File: src/rtl/bf_io_responder_pkg.sv
// Shared encodings for the CPU byte I/O responder:
// transfer direction and responder FSM states.
package bf_io_responder_pkg;

  typedef enum logic {
    DIRECTION_READ  = 1'b0,
    DIRECTION_WRITE = 1'b1
  } io_dir_e;

  typedef enum logic {
    IO_RSP_IDLE = 1'b0,
    IO_RSP_ACK  = 1'b1
  } io_rsp_state_e;

endpackage

File: src/rtl/bf_io_responder_if.sv
// CPU io_req/io_ack bus plus host RX/TX byte streams.
// slave = responder side, master = CPU/host side.
interface bf_io_responder_if;

  logic       io_req;
  logic       io_dir;
  logic [7:0] io_wdata;
  logic       io_ack;
  logic [7:0] io_rdata;
  logic       rx_valid;
  logic [7:0] rx_data;
  logic       rx_ready;
  logic       rx_eof;
  logic       tx_valid;
  logic [7:0] tx_data;
  logic       tx_ready;

  modport slave (
    input  io_req, io_dir, io_wdata,
    output io_ack, io_rdata,
    input  rx_valid, rx_data, rx_eof,
    output rx_ready,
    output tx_valid, tx_data,
    input  tx_ready
  );

  modport master (
    output io_req, io_dir, io_wdata,
    input  io_ack, io_rdata,
    output rx_valid, rx_data, rx_eof,
    input  rx_ready,
    input  tx_valid, tx_data,
    output tx_ready
  );

endinterface

File: src/rtl/bf_io_responder_byte_fifo.sv
// Byte FIFO with wrap-around pointers, a count register
// and full/empty flags registered from the next count.
module byte_fifo #(
  parameter int depth_log2 = 4
) (
  input  logic       clk,
  input  logic       rst_n,
  input  logic       push,
  input  logic [7:0] push_data,
  input  logic       pop,
  output logic [7:0] pop_data,
  output logic       full,
  output logic       empty
);

  localparam int depth = 1 << depth_log2;
  localparam logic [depth_log2:0] full_cnt =
    (depth_log2 + 1)'(depth);

  logic [7:0]            mem [depth];
  logic [depth_log2-1:0] wr_ptr;
  logic [depth_log2-1:0] rd_ptr;
  logic [depth_log2:0]   count;
  logic [depth_log2:0]   count_nxt;
  logic                  do_push;
  logic                  do_pop;

  // a full FIFO still takes a push when a pop frees a slot
  assign do_pop  = pop && !empty;
  assign do_push = push && (!full || do_pop);

  assign pop_data = mem[rd_ptr];

  always_comb begin
    count_nxt = count;
    case ({do_push, do_pop})
      2'b10:   count_nxt = count + 1'b1;
      2'b01:   count_nxt = count - 1'b1;
      default: count_nxt = count;
    endcase
  end

  always_ff @(posedge clk) begin
    if (!rst_n) begin
      wr_ptr <= '0;
      rd_ptr <= '0;
      count  <= '0;
      full   <= 1'b0;
      empty  <= 1'b1;
    end else begin
      if (do_push) wr_ptr <= wr_ptr + 1'b1;
      if (do_pop)  rd_ptr <= rd_ptr + 1'b1;
      count <= count_nxt;
      full  <= (count_nxt == full_cnt);
      empty <= (count_nxt == '0);
    end
  end

  always_ff @(posedge clk) begin
    if (do_push) mem[wr_ptr] <= push_data;
  end

endmodule

File: src/rtl/bf_io_responder.sv
// Target side of the CPU io_req/io_ack byte I/O handshake,
// bridging to host RX/TX ready/valid streams via FIFOs.
module bf_io_responder
  import bf_io_responder_pkg::*;
#(
  parameter int         fifo_depth_log2 = 4,
  parameter logic [7:0] eof_value       = 8'h00
) (
  input logic               clk,
  input logic               rst_n,
  bf_io_responder_if.slave  bus
);

  io_rsp_state_e state;

  logic       rx_empty;
  logic       rx_full;
  logic [7:0] rx_head;
  logic       tx_empty;
  logic       tx_full;
  logic       rx_pop;
  logic       tx_push;
  logic       req_idle;
  logic       is_wr;
  logic       wr_go;
  logic       rd_go;
  logic       eof_go;

  assign req_idle = (state == IO_RSP_IDLE) && bus.io_req;
  assign is_wr    = (bus.io_dir == DIRECTION_WRITE);
  assign wr_go    = req_idle && is_wr && !tx_full;
  assign rd_go    = req_idle && !is_wr && !rx_empty;
  assign eof_go   = req_idle && !is_wr && rx_empty
                    && bus.rx_eof;

  assign tx_push = wr_go;
  assign rx_pop  = rd_go;

  assign bus.rx_ready = !rx_full;
  assign bus.tx_valid = !tx_empty;

  byte_fifo #(.depth_log2(fifo_depth_log2)) u_rx (
    .clk       (clk),
    .rst_n     (rst_n),
    .push      (bus.rx_valid && !rx_full),
    .push_data (bus.rx_data),
    .pop       (rx_pop),
    .pop_data  (rx_head),
    .full      (rx_full),
    .empty     (rx_empty)
  );

  byte_fifo #(.depth_log2(fifo_depth_log2)) u_tx (
    .clk       (clk),
    .rst_n     (rst_n),
    .push      (tx_push),
    .push_data (bus.io_wdata),
    .pop       (bus.tx_ready && !tx_empty),
    .pop_data  (bus.tx_data),
    .full      (tx_full),
    .empty     (tx_empty)
  );

  // io_rdata only loads on the IDLE->ACK edge, so it is
  // stable for the whole ack window
  always_ff @(posedge clk) begin
    if (!rst_n) begin
      state        <= IO_RSP_IDLE;
      bus.io_ack   <= 1'b0;
      bus.io_rdata <= 8'h00;
    end else begin
      unique case (state)
        IO_RSP_IDLE: begin
          unique case (1'b1)
            wr_go: begin
              bus.io_ack <= 1'b1;
              state      <= IO_RSP_ACK;
            end
            rd_go: begin
              bus.io_rdata <= rx_head;
              bus.io_ack   <= 1'b1;
              state        <= IO_RSP_ACK;
            end
            eof_go: begin
              bus.io_rdata <= eof_value;
              bus.io_ack   <= 1'b1;
              state        <= IO_RSP_ACK;
            end
            default: ;
          endcase
        end
        IO_RSP_ACK: begin
          if (!bus.io_req) begin
            bus.io_ack <= 1'b0;
            state      <= IO_RSP_IDLE;
          end
        end
        default: state <= IO_RSP_IDLE;
      endcase
    end
  end

endmodule

File: src/flat_wrapper.sv
// flat-port wrapper written by rule: the top's interface ports become plain ports
module bf_io_responder_flat import bf_io_responder_pkg::*;
#(
  parameter int         fifo_depth_log2 = 4,
  parameter logic [7:0] eof_value       = 8'h00
)
  (clk, rst_n, bus_io_req, bus_io_dir, bus_io_wdata, bus_io_ack, bus_io_rdata, bus_rx_valid, bus_rx_data, bus_rx_eof, bus_rx_ready, bus_tx_valid, bus_tx_data, bus_tx_ready);
  bf_io_responder_if bus_i ();
  input logic clk;
  input logic rst_n;
  input wire logic [$bits(bus_i.io_req)-1:0] bus_io_req;
  input wire logic [$bits(bus_i.io_dir)-1:0] bus_io_dir;
  input wire logic [$bits(bus_i.io_wdata)-1:0] bus_io_wdata;
  output wire logic [$bits(bus_i.io_ack)-1:0] bus_io_ack;
  output wire logic [$bits(bus_i.io_rdata)-1:0] bus_io_rdata;
  input wire logic [$bits(bus_i.rx_valid)-1:0] bus_rx_valid;
  input wire logic [$bits(bus_i.rx_data)-1:0] bus_rx_data;
  input wire logic [$bits(bus_i.rx_eof)-1:0] bus_rx_eof;
  output wire logic [$bits(bus_i.rx_ready)-1:0] bus_rx_ready;
  output wire logic [$bits(bus_i.tx_valid)-1:0] bus_tx_valid;
  output wire logic [$bits(bus_i.tx_data)-1:0] bus_tx_data;
  input wire logic [$bits(bus_i.tx_ready)-1:0] bus_tx_ready;
  assign bus_i.io_req = bus_io_req;
  assign bus_i.io_dir = bus_io_dir;
  assign bus_i.io_wdata = bus_io_wdata;
  assign bus_io_ack = bus_i.io_ack;
  assign bus_io_rdata = bus_i.io_rdata;
  assign bus_i.rx_valid = bus_rx_valid;
  assign bus_i.rx_data = bus_rx_data;
  assign bus_i.rx_eof = bus_rx_eof;
  assign bus_rx_ready = bus_i.rx_ready;
  assign bus_tx_valid = bus_i.tx_valid;
  assign bus_tx_data = bus_i.tx_data;
  assign bus_i.tx_ready = bus_tx_ready;
  bf_io_responder #(.fifo_depth_log2(fifo_depth_log2), .eof_value(eof_value)) u_core (.clk(clk), .rst_n(rst_n), .bus(bus_i));
endmodule
File: config.mk
export PLATFORM = sky130hd
export DESIGN_NAME = bf_io_responder_flat
export DESIGN_NICKNAME = d
export VERILOG_FILES = /design/src/rtl/bf_io_responder_pkg.sv /design/src/rtl/bf_io_responder_if.sv /design/src/rtl/bf_io_responder_byte_fifo.sv /design/src/rtl/bf_io_responder.sv /design/src/flat_wrapper.sv
export SDC_FILE = /design/constraint.sdc
export NUM_CORES = 1
export LEC_CHECK = 0
export ABC_CLOCK_PERIOD_IN_PS = 4700
export BUFFER_PORTS_ARGS = -buffer_cell sky130_fd_sc_hd__buf_2
export CAP_MARGIN = 20
export CORE_ASPECT_RATIO = 1.1
export CORE_MARGIN = 2
export CORE_UTILIZATION = 30
export DETAILED_ROUTE_END_ITERATION = 8
export SYNTH_ARGS = -nofsm -noshare
export SYNTH_HDL_FRONTEND = slang
export SYNTH_SLANG_ARGS = --single-unit
File: constraint.sdc
create_clock -name clk -period 4.7 [get_ports clk]
set_clock_uncertainty 0.05 [all_clocks]
set_input_delay 0.235 -clock clk [delete_from_list [all_inputs] [get_ports clk]]
set_output_delay 0.235 -clock clk [all_outputs]
set_load 0.01 [all_outputs]
# == After elaboration in Yosys (flattened, before gate mapping) ==
# Memory sizes are Yosys's and may differ from the RTL's. A register that Yosys moved wholly into a read port is not among the register bits.
# Cells that the tools add are included.
# totals
mem_count,2
in_bits,23
word_cells,75
ramBits,256
regBits,40
# op_classes
mux,17
eq_ne,8
n_bitwise,1
n_reduce_logical,26
n_addsub,8
# memory_table
name,depth,width,rd,rd_clocked_by_memory_dff,write_ports,line_no,source
u_core.u_rx.mem,16,8,1,1,1,bf_io_responder_byte_fifo.sv:20,logic [7:0] mem [depth];
u_core.u_tx.mem,16,8,1,1,1,bf_io_responder_byte_fifo.sv:20,
# op_table
operator,n
5-bit one-hot mux with 2 select lines,2
"4-bit by 1-bit adder with 4-bit output, second input constant",4
4-bit 2-to-1 mux,4
8-bit one-hot mux with 2 select lines,1
1-bit logical AND,13
"5-bit by 1-bit adder with 5-bit output, second input constant",2
"5-bit equality test, second input constant",2
5-bit logical NOT,2
"5-bit by 1-bit subtractor with 5-bit output, second input constant",2
1-bit 2-to-1 mux,8
1-bit logical NOT,5
"2-bit by 1-bit equality test with 1-bit output, second input constant",2
"2-bit equality test, second input constant",2
"2-bit != test, second input constant",2
1-bit one-hot mux with 2 select lines,2
2-bit AND reduction,2
3-bit OR reduction,1
1-bit logical OR,2
2-bit nonzero test,1
1-bit NOT,1

# == Logic depth before layout (Yosys ltp) ==
# Gate-level depths: netlist of run 1.
# depth
word_depth,10
mapped_depth,13
ltp_nobuf,11

# == Cells and area by module ==
# A second synthesis of run 1 with hierarchy kept.
# unflattened
cells_unflattened,634
area_unflattened_um2,12285.5
# by_module_without_submodules
module,area_per_inst_um2,seq_area_each_um2,instances,cells_per_inst
byte_fifo (u_core.u_tx),5959.5,4224.1,1,302
byte_fifo (u_core.u_rx),5915.7,4224.1,1,297
bf_io_responder,410.4,200.2,1,35

# == Least setup slack after synthesis of run 1 ==
# Ideal clock, no wire load.
# synth_path
path_kind,reg-to-reg
from,reg u_core.state
to,reg u_core.u_tx.full
required_ps,4533
synth_period_minus_slack_ps,2953
path_buffers,2
setup_slack_ps,1747
t_arrival_ps,2786
path_stages_with_launch,14
setup_time_ps,117
path_cell_list,dfxtp_1 -> nor2b_1 -> and2_1 -> clkbuf_1 -> inv_1 -> ha_1 -> clkbuf_1 -> xor2_1 -> ha_1 -> or3b_2 -> a211oi_1 -> o21bai_1 -> xor2_1 -> and4b_1
# synth_via
elab_chain_cells,8
elab_cells_between_ends,9
# synth_rtl
element,line_no,source
start: declaration,bf_io_responder.sv:14,io_rsp_state_e state;
start signal: assignment,bf_io_responder.sv:68,state <= IO_RSP_IDLE;
start signal: assignment,bf_io_responder.sv:77,state <= IO_RSP_ACK;
start signal: assignment,bf_io_responder.sv:82,state <= IO_RSP_ACK;
1-bit NOT *,bf_io_responder.sv:29,assign req_idle = (state == IO_RSP_IDLE) && bus.io_req;
1-bit logical AND *,bf_io_responder.sv:29,
1-bit logical AND * (2 in series),bf_io_responder.sv:31,assign wr_go = req_idle && is_wr && !tx_full;
1-bit logical AND *,bf_io_responder_byte_fifo.sv:30,assign do_push = push && (!full || do_pop);
2-bit by 1-bit equality test with 1-bit output or 2-bit equality test (tied branches),bf_io_responder_byte_fifo.sv:36,"case ({do_push, do_pop})"
5-bit one-hot mux with 2 select lines *,bf_io_responder_byte_fifo.sv:36,
5-bit equality test *,bf_io_responder_byte_fifo.sv:54,full <= (count_nxt == full_cnt);
end signal: assignment,bf_io_responder_byte_fifo.sv:54,
end: declaration,bf_io_responder_byte_fifo.sv:12,"output logic full,"
# Every way passes the cells marked *; elsewhere a longest branch is shown, timed or not.
# A chain may end at the register's enable or synchronous reset.

==> metrics.cfg, run 1 <==
[global_routing]
grt_overflow = 0
antenna_found_initial = 1
grt_pass1_vias = 6002
grt_use_total_pct = 10.97
grt_pass1_wl_mm = 35.40
grt_start_max_net_pins = 34

[placed_design]
numPortBuffers = 41
detailedPlacementHpwl_mm = 15.12
gp_congestion = 0.7389
dp.cells = 1161

[synth]
synthTopCellsByCount = edfxtp_1, mux4_2, nor2_1, dfxtp_1, mux4_1
synth_warnings = 0
synth_most_common_cell = edfxtp_1
synth_top_cell_area_share_pct = 63.75
synth_top_family_by_area = multiplexers
yosys.area.top_type = edfxtp_1
ys_types = 45
synth-simple-area-share_pct = 4.555
async_flop_share_pct = 0
syn_area_um2 = 12060
ys_seq_elements = 304
synth_nets = 669
muxShareOfSynthArea_pct = 16.15
synth_edf_count = 256
synth-xor-area-share_pct = 1.743
synth_adder_area_share_pct = 1.557
syn_avg_cell_area_um2 = 19.11
synthFlopType = edfxtp_1
synth_compound_gate_area_share_pct = 2.387
seq_area_frac_synth_pct = 71.72
synthTopCellsByArea = edfxtp_1, mux4_2, dfxtp_1, mux4_1, nor2_1
synthCells = 631

[outcome]
status = completed

[critical_path]
rrSetupSlack_ps = 1680
crit_family = multiplexers
crit_path_cell_trace = buf_4, mux4_2, mux4_2, buf_2
r2r-end = u_core.u_tx.full
endpoint_kind = output port
crit_type = flop to output port
worst_ep_required_time_ps = 4410
worst-path-buf-inv = 2
critPathSlowestCell = dfxtp_2
critical_path_arrival_ps = 3100
cpMostUsedCell = mux4_2
rr_worst_depth = 11
start_kind = flop
cp_max_fo = 22
cp_slowest_stage_delay_ps = 890
reg2reg_from = u_core.state

[floorplan]
die_w_um = 195.2
placementRows = 77
io-pin-count = 42
floorplan.initialDensity_pct = 30.23
dieArea_um2 = 41810
core_um2 = 39890
die_h_um = 214.3

[clock_tree]
clk_path_buf_depth = 3
cts_buffers = 31
root_buffer = clkbuf_16
cts-resized-gates = 0
clk_pin_slew_ps = 60
cts_tree = built
cts_max_level = 1
numClockSinks = 304
worstSkewPairLatency_ps = 550

[sta]
setup_violations = 0
rsz0062_at_grt = false
fin_setup_tns_ps = 0
worst_pin_slew_ps = 1079
final_max_slew_viol_count = 0
relSlewSlack_pct = 28.06
clock.fmax_ghz = 0.2951
finalHoldViolations = 0
period_needed_ps = 3389
min_period_over_period_pct = 72.10

[detailed_routing]
drtPass1Iterations = 5
wl_per_cell_um = 18.51
wl_mm = 22.84
drcViolationCount = 0
avgViaCountPerCell = 4.665
vias = 5757
ant_nets = 0
drtIter0Drc = 354

[power_and_ir_drop]
powerDensity_nw_per_um2 = 438.5
p_leak_nw = 4.546
intPower_mw = 4.822
pwr-share-comb_pct = 9.0
ir_drop_mv = 0.2620
p_sw_mw = 1.344
seqPwrFrac_pct = 49.8
pwr-share-clk_pct = 41.2
switching_share_pct = 21.80

[hold_path]
holdPathStages = 1
hold_path.class = primary input to flop
worstHoldStart = bus_io_wdata[1]
min_to = u_core.u_tx.mem[12][1]

[cells_and_area]
insertedDiodeCount = 0
layout.nets = 735
syn_to_final_growth_pct = 16.61
instances_no_fill = 1234
drive_above_1_share_pct = 23.02

[flow_run]
cap_violations = 0

==> power groups by stage <==
stage               Sequential, mW  Combinational (mW)  Clock (mW)
CTS                           3.08               0.562        2.61
global placement              3.13               0.536           0
floorplan                     3.06               0.433           0
finish                        3.07               0.554        2.54
detailed placement            3.13               0.548           0
global route                  3.08               0.602        2.71
==> worst max-delay path by stage <==
| stage | from | end | slack [ps] | depth (start not counted) |
|---|---|---|---|---|
| finish | flop | bus_tx_data[4] | 1310 | 4 |
| global route | flop | bus_tx_data[4] | 1140 | 4 |
| CTS | flop | bus_tx_data[4] | 1200 | 4 |
| detailed placement | bus_io_req | u_core.u_tx.full | 1660 | 12 |
| global placement | u_core.u_tx.empty | u_core.u_tx.full | 1680 | 9 |
| floorplan | u_core.state | u_core.u_tx.full | 1750 | 13 |
==> worst register-to-register path: stages, from the launching register on <==
cell	delay (ps)
dfxtp_1	340
nor2b_1	170
and2_1	340
inv_1	110
ha_1	310
xor2_1	190
ha_1	230
or3b_2	450
a211oi_1	210
o21bai_1	100
xor2_1	200
and4b_1	220
==> sequential cells by signal, summed over array words and instances, names as in the netlist, named ones only <==
signal / flops
u_core.u_rx.mem: 128
u_core.u_rx.wr_ptr: 4
u_core.u_rx.full: 1
u_core.u_rx.rd_ptr: 4
u_core.bus.io_rdata: 8
u_core.bus.io_ack: 1
u_core.state: 1
u_core.u_rx.count: 5
u_core.u_rx.empty: 1
u_core.u_tx.count: 5
u_core.u_tx.empty: 1
u_core.u_tx.mem: 128
u_core.u_tx.rd_ptr: 4
u_core.u_tx.full: 1
u_core.u_tx.wr_ptr: 4
==> cells by family after synthesis <==
group / Yosys count
compound gates: 39
buf+inv: 50
xor+xnor: 24
mux: 84
fa+ha+maj: 15
simple gates: 115
flops: 304
==> layout by cell type, fill, tap and decap left out, types with 2 or more instances in the layout <==
cell type	instances
dlygate4sd3_1	15
clkinv_1	3
dfxtp_1	45
bufinv_16	4
inv_1	13
a32o_1	8
nand4_1	4
clkbuf_1	4
mux2i_1	4
and2_1	2
nor2b_1	6
a31o_2	2
xor2_1	11
xnor2_1	13
nand2_1	20
a21oi_1	14
mux4_1	28
o211ai_1	2
nand2b_1	9
clkinv_2	9
buf_4	11
edfxtp_1	256
o21ai_0	3
o22ai_1	2
ha_1	15
clkinvlp_4	2
nor3_1	11
dfxtp_2	3
buf_2	41
clkbuf_8	4
clkbuf_16	33
mux4_2	52
nor2_1	52
and4b_1	3
nand3_1	2
==> cell type report <==
cell class              count  area, µm²
well taps                 513      641.9
clock inverters            16      182.7
multi-input cells         277       3182
repair buffers             68      449.2
fillers                  3728      25820
flip-flops and latches    304       8652
clock buffers              41      895.9
inverters                  15      57.56
==> through the flow <==
step                      worst slack, ps  util, %  power, mW  hold slack (ps)  area [µm²]
final                                1311    35.25      6.166            20.77       14060
after CTS                            1203    35.22      6.244            1.781       14050
after global routing                 1136    35.25      6.394            24.36       14060
after detailed placement             1660    32.14      3.681            406.8       12820
after global placement               1683    32.14      3.667            402.2       12820
after floorplan                      1747        -      3.496            283.9       12060
==> routing by layer <==
layer | vias to the layer above | global-route usage, % | share of wire, %
li1 | 2663 | - | -
met1 | 2900 | 14.36 | 44
met2 | 151 | 18.33 | 48
met3 | 41 | 2.674 | 5.2
met4 | 2 | 2.748 | 2.0
met5 | - | 0 | 0.031
==> repair_timing <==
item                                    CTS  global route
hold buffers                             15             0
endpoints found under the hold margin   196             0
endpoints found under the setup margin    0             0
buffers inserted                          0             0
No activity file was read; power rests on OpenSTA's default activity.
==> run 2, diff against run 1 <==
- ABC_CLOCK_PERIOD_IN_PS: 4700 -> 3600
- clock period: 4.7 -> 3.6 ns (I/O delays scaled with it)
==> run 2 against run 1 <==
- worst hold slack better by 50 ps
- critical path depth is 7 higher
- largest power group unchanged
- global-route usage is 0.27 points lower
- design area is 0.28% lower
- cell count is 0.49% higher
- register-to-register slack worse by 1100 ps
- via count is 0.21% higher
- clock power is 21% higher
- non-clock buffer count is 5 higher
==> metrics.cfg, run 2 (synthesized netlist as in run 1, its figures left out) <==
[outcome]
status = completed

[clock_tree]
clk_path_buf_depth = 3
cts_tree = built
clk_pin_slew_ps = 60
cts_buffers = 31
root_buffer = clkbuf_16
cts-resized-gates = 0
cts_hold_buf = 18
worstSkewPairLatency_ps = 560
cts_max_level = 1
numClockSinks = 304
cts_setup_buffers = 0

[critical_path]
critical_path_arrival_ps = 3420
cp_slowest_stage_delay_ps = 450
critPathSlowestCell = or3b_2
rr_worst_depth = 11
endpoint_kind = flop
crit_family = simple AND/OR/NAND/NOR gates
start_kind = flop
rrSetupSlack_ps = 570
cp_max_fo = 9
reg2reg_from = u_core.state
r2r-end = u_core.u_tx.full
worst-path-buf-inv = 1
worst_ep_required_time_ps = 4000
crit_path_cell_trace = nor2b_1, and2_1, inv_1, ha_1, xor2_1, ha_1, or3b_2, a211oi_1, o21bai_1, xor2_1, and4b_1
crit_type = flop to flop

[flow_run]
cap_violations = 0

[global_routing]
antenna_found_initial = 1
grt_use_total_pct = 10.69
grt_start_max_net_pins = 34
grt_pass1_wl_mm = 34.83
grt_pass1_vias = 5979
grt_overflow = 0

[cells_and_area]
final_cell_mix = edfxtp_1, mux4_2, nor2_1, dfxtp_1, buf_2
reg_top3 = u_core.u_rx.mem: 128 flops, u_core.u_tx.mem: 128 flops, u_core.bus.io_rdata: 8 flops
num-fill-cells = 3743
syn_to_final_growth_pct = 16.29
seq_area_um2 = 8651
final_common_cell = edfxtp_1
multi_input_area_um2 = 3182
layout.nets = 740
drive_above_1_share_pct = 22.42
instances_no_fill = 1240
insertedDiodeCount = 0

[sta]
hold_slack_ps = 71.25
worst_pin_slew_ps = 938.5
min_period_over_period_pct = 84.09
rsz0062_at_grt = false
relSlewSlack_pct = 37.20
setup_violations = 0
finalHoldViolations = 0
fin_setup_tns_ps = 0
final_max_slew_viol_count = 0
period_needed_ps = 3027
worst_slack_ps = 572.9
clock.fmax_ghz = 0.3304

[floorplan]
placementRows = 77
io-pin-count = 42
dieArea_um2 = 41810
core_um2 = 39890
die_h_um = 214.3
floorplan.initialDensity_pct = 30.23
die_w_um = 195.2

[detailed_routing]
drtPass1Iterations = 4
drcViolationCount = 0
avgViaCountPerCell = 4.652
wl_mm = 22.51
vias = 5769
ant_nets = 0
drtIter0Drc = 318
wl_per_cell_um = 18.15

[placed_design]
gp_congestion = 0.7503
detailedPlacementHpwl_mm = 15.02
pre_cts_slack_ps = 590.2
dp.cells = 1164
numPortBuffers = 41

[power_and_ir_drop]
p_leak_nw = 4.519
ir_drop_mv = 0.5002
powerDensity_nw_per_um2 = 556.6

[hold_path]
min_to = u_core.u_rx.rd_ptr[1]
holdPathStages = 4
worstHoldStart = bus_io_dir
hold_path.class = primary input to flop

## run 2: cell count changes in the layout (fill, tap and decap cells not counted)
cell / before / now
clkbuf_8: 4 / 0
clkinv_1: 3 / 6
clkbuf_16: 33 / 31
buf_4: 11 / 13
clkinvlp_4: 2 / 3
dfxtp_2: 3 / 2
buf_12: 0 / 1
clkinv_4: 0 / 1
dfxtp_1: 45 / 46
clkbuf_1: 4 / 6
dlygate4sd3_1: 15 / 18
inv_6: 0 / 1
buf_6: 1 / 0
bufinv_16: 4 / 3
## run 2: layout make-up
| class | instances | area share [%] |
|---|---|---|
| flip-flops and latches | 304 | 61.69 |
| clock inverters | 21 | 1.347 |
| multi-input cells | 277 | 22.69 |
| clock buffers | 37 | 5.693 |
| well taps | 513 | 4.577 |
| inverters | 15 | 0.4105 |
| repair buffers | 73 | 3.587 |
## run 2: power by group
group          switching (mW)  total, mW  leakage, nW  internal [mW]
logic                   0.391      0.772         1.34          0.381
clock network            1.29       3.08        0.480           1.80
registers              0.0578       3.95         2.70           3.89
total                    1.74       7.81         4.52           6.07
## run 2: worst min-delay path: stages
cell and delay (ps):
buf_2 100, or4b_4 160, nand2_1 80, a21oi_1 130
## run 2: routing by layer
| layer | global-route usage (%) | share of wire, % | vias to the layer above |
|---|---|---|---|
| li1 | - | - | 2671 |
| met1 | 14.00 | 45 | 2930 |
| met2 | 18.31 | 49 | 133 |
| met3 | 2.092 | 4.5 | 33 |
| met4 | 2.595 | 1.8 | 2 |
| met5 | 0 | 0.080 | - |
## run 2: worst max-delay path by stage
stage / from / endpoint / slack (ps) / depth (start not counted)
final: u_core.state / u_core.u_tx.full / 570 / 11
after CTS: flop / bus_tx_data[4] / 530 / 4
after global routing: u_core.state / u_core.u_tx.full / 300 / 11
after floorplan: u_core.state / u_core.u_tx.full / 650 / 13
after global placement: u_core.state / u_core.u_tx.full / 620 / 11
after detailed placement: u_core.state / u_core.u_tx.full / 590 / 11
## run 2: stage by stage
step	utilization, %	power, mW	instance area [µm²]
floorplan	-	4.565	12060
global placement	32.23	4.785	12850
detailed placement	32.23	4.796	12850
CTS	35.16	7.910	14020
global route	35.16	8.124	14020
finish	35.16	7.805	14020
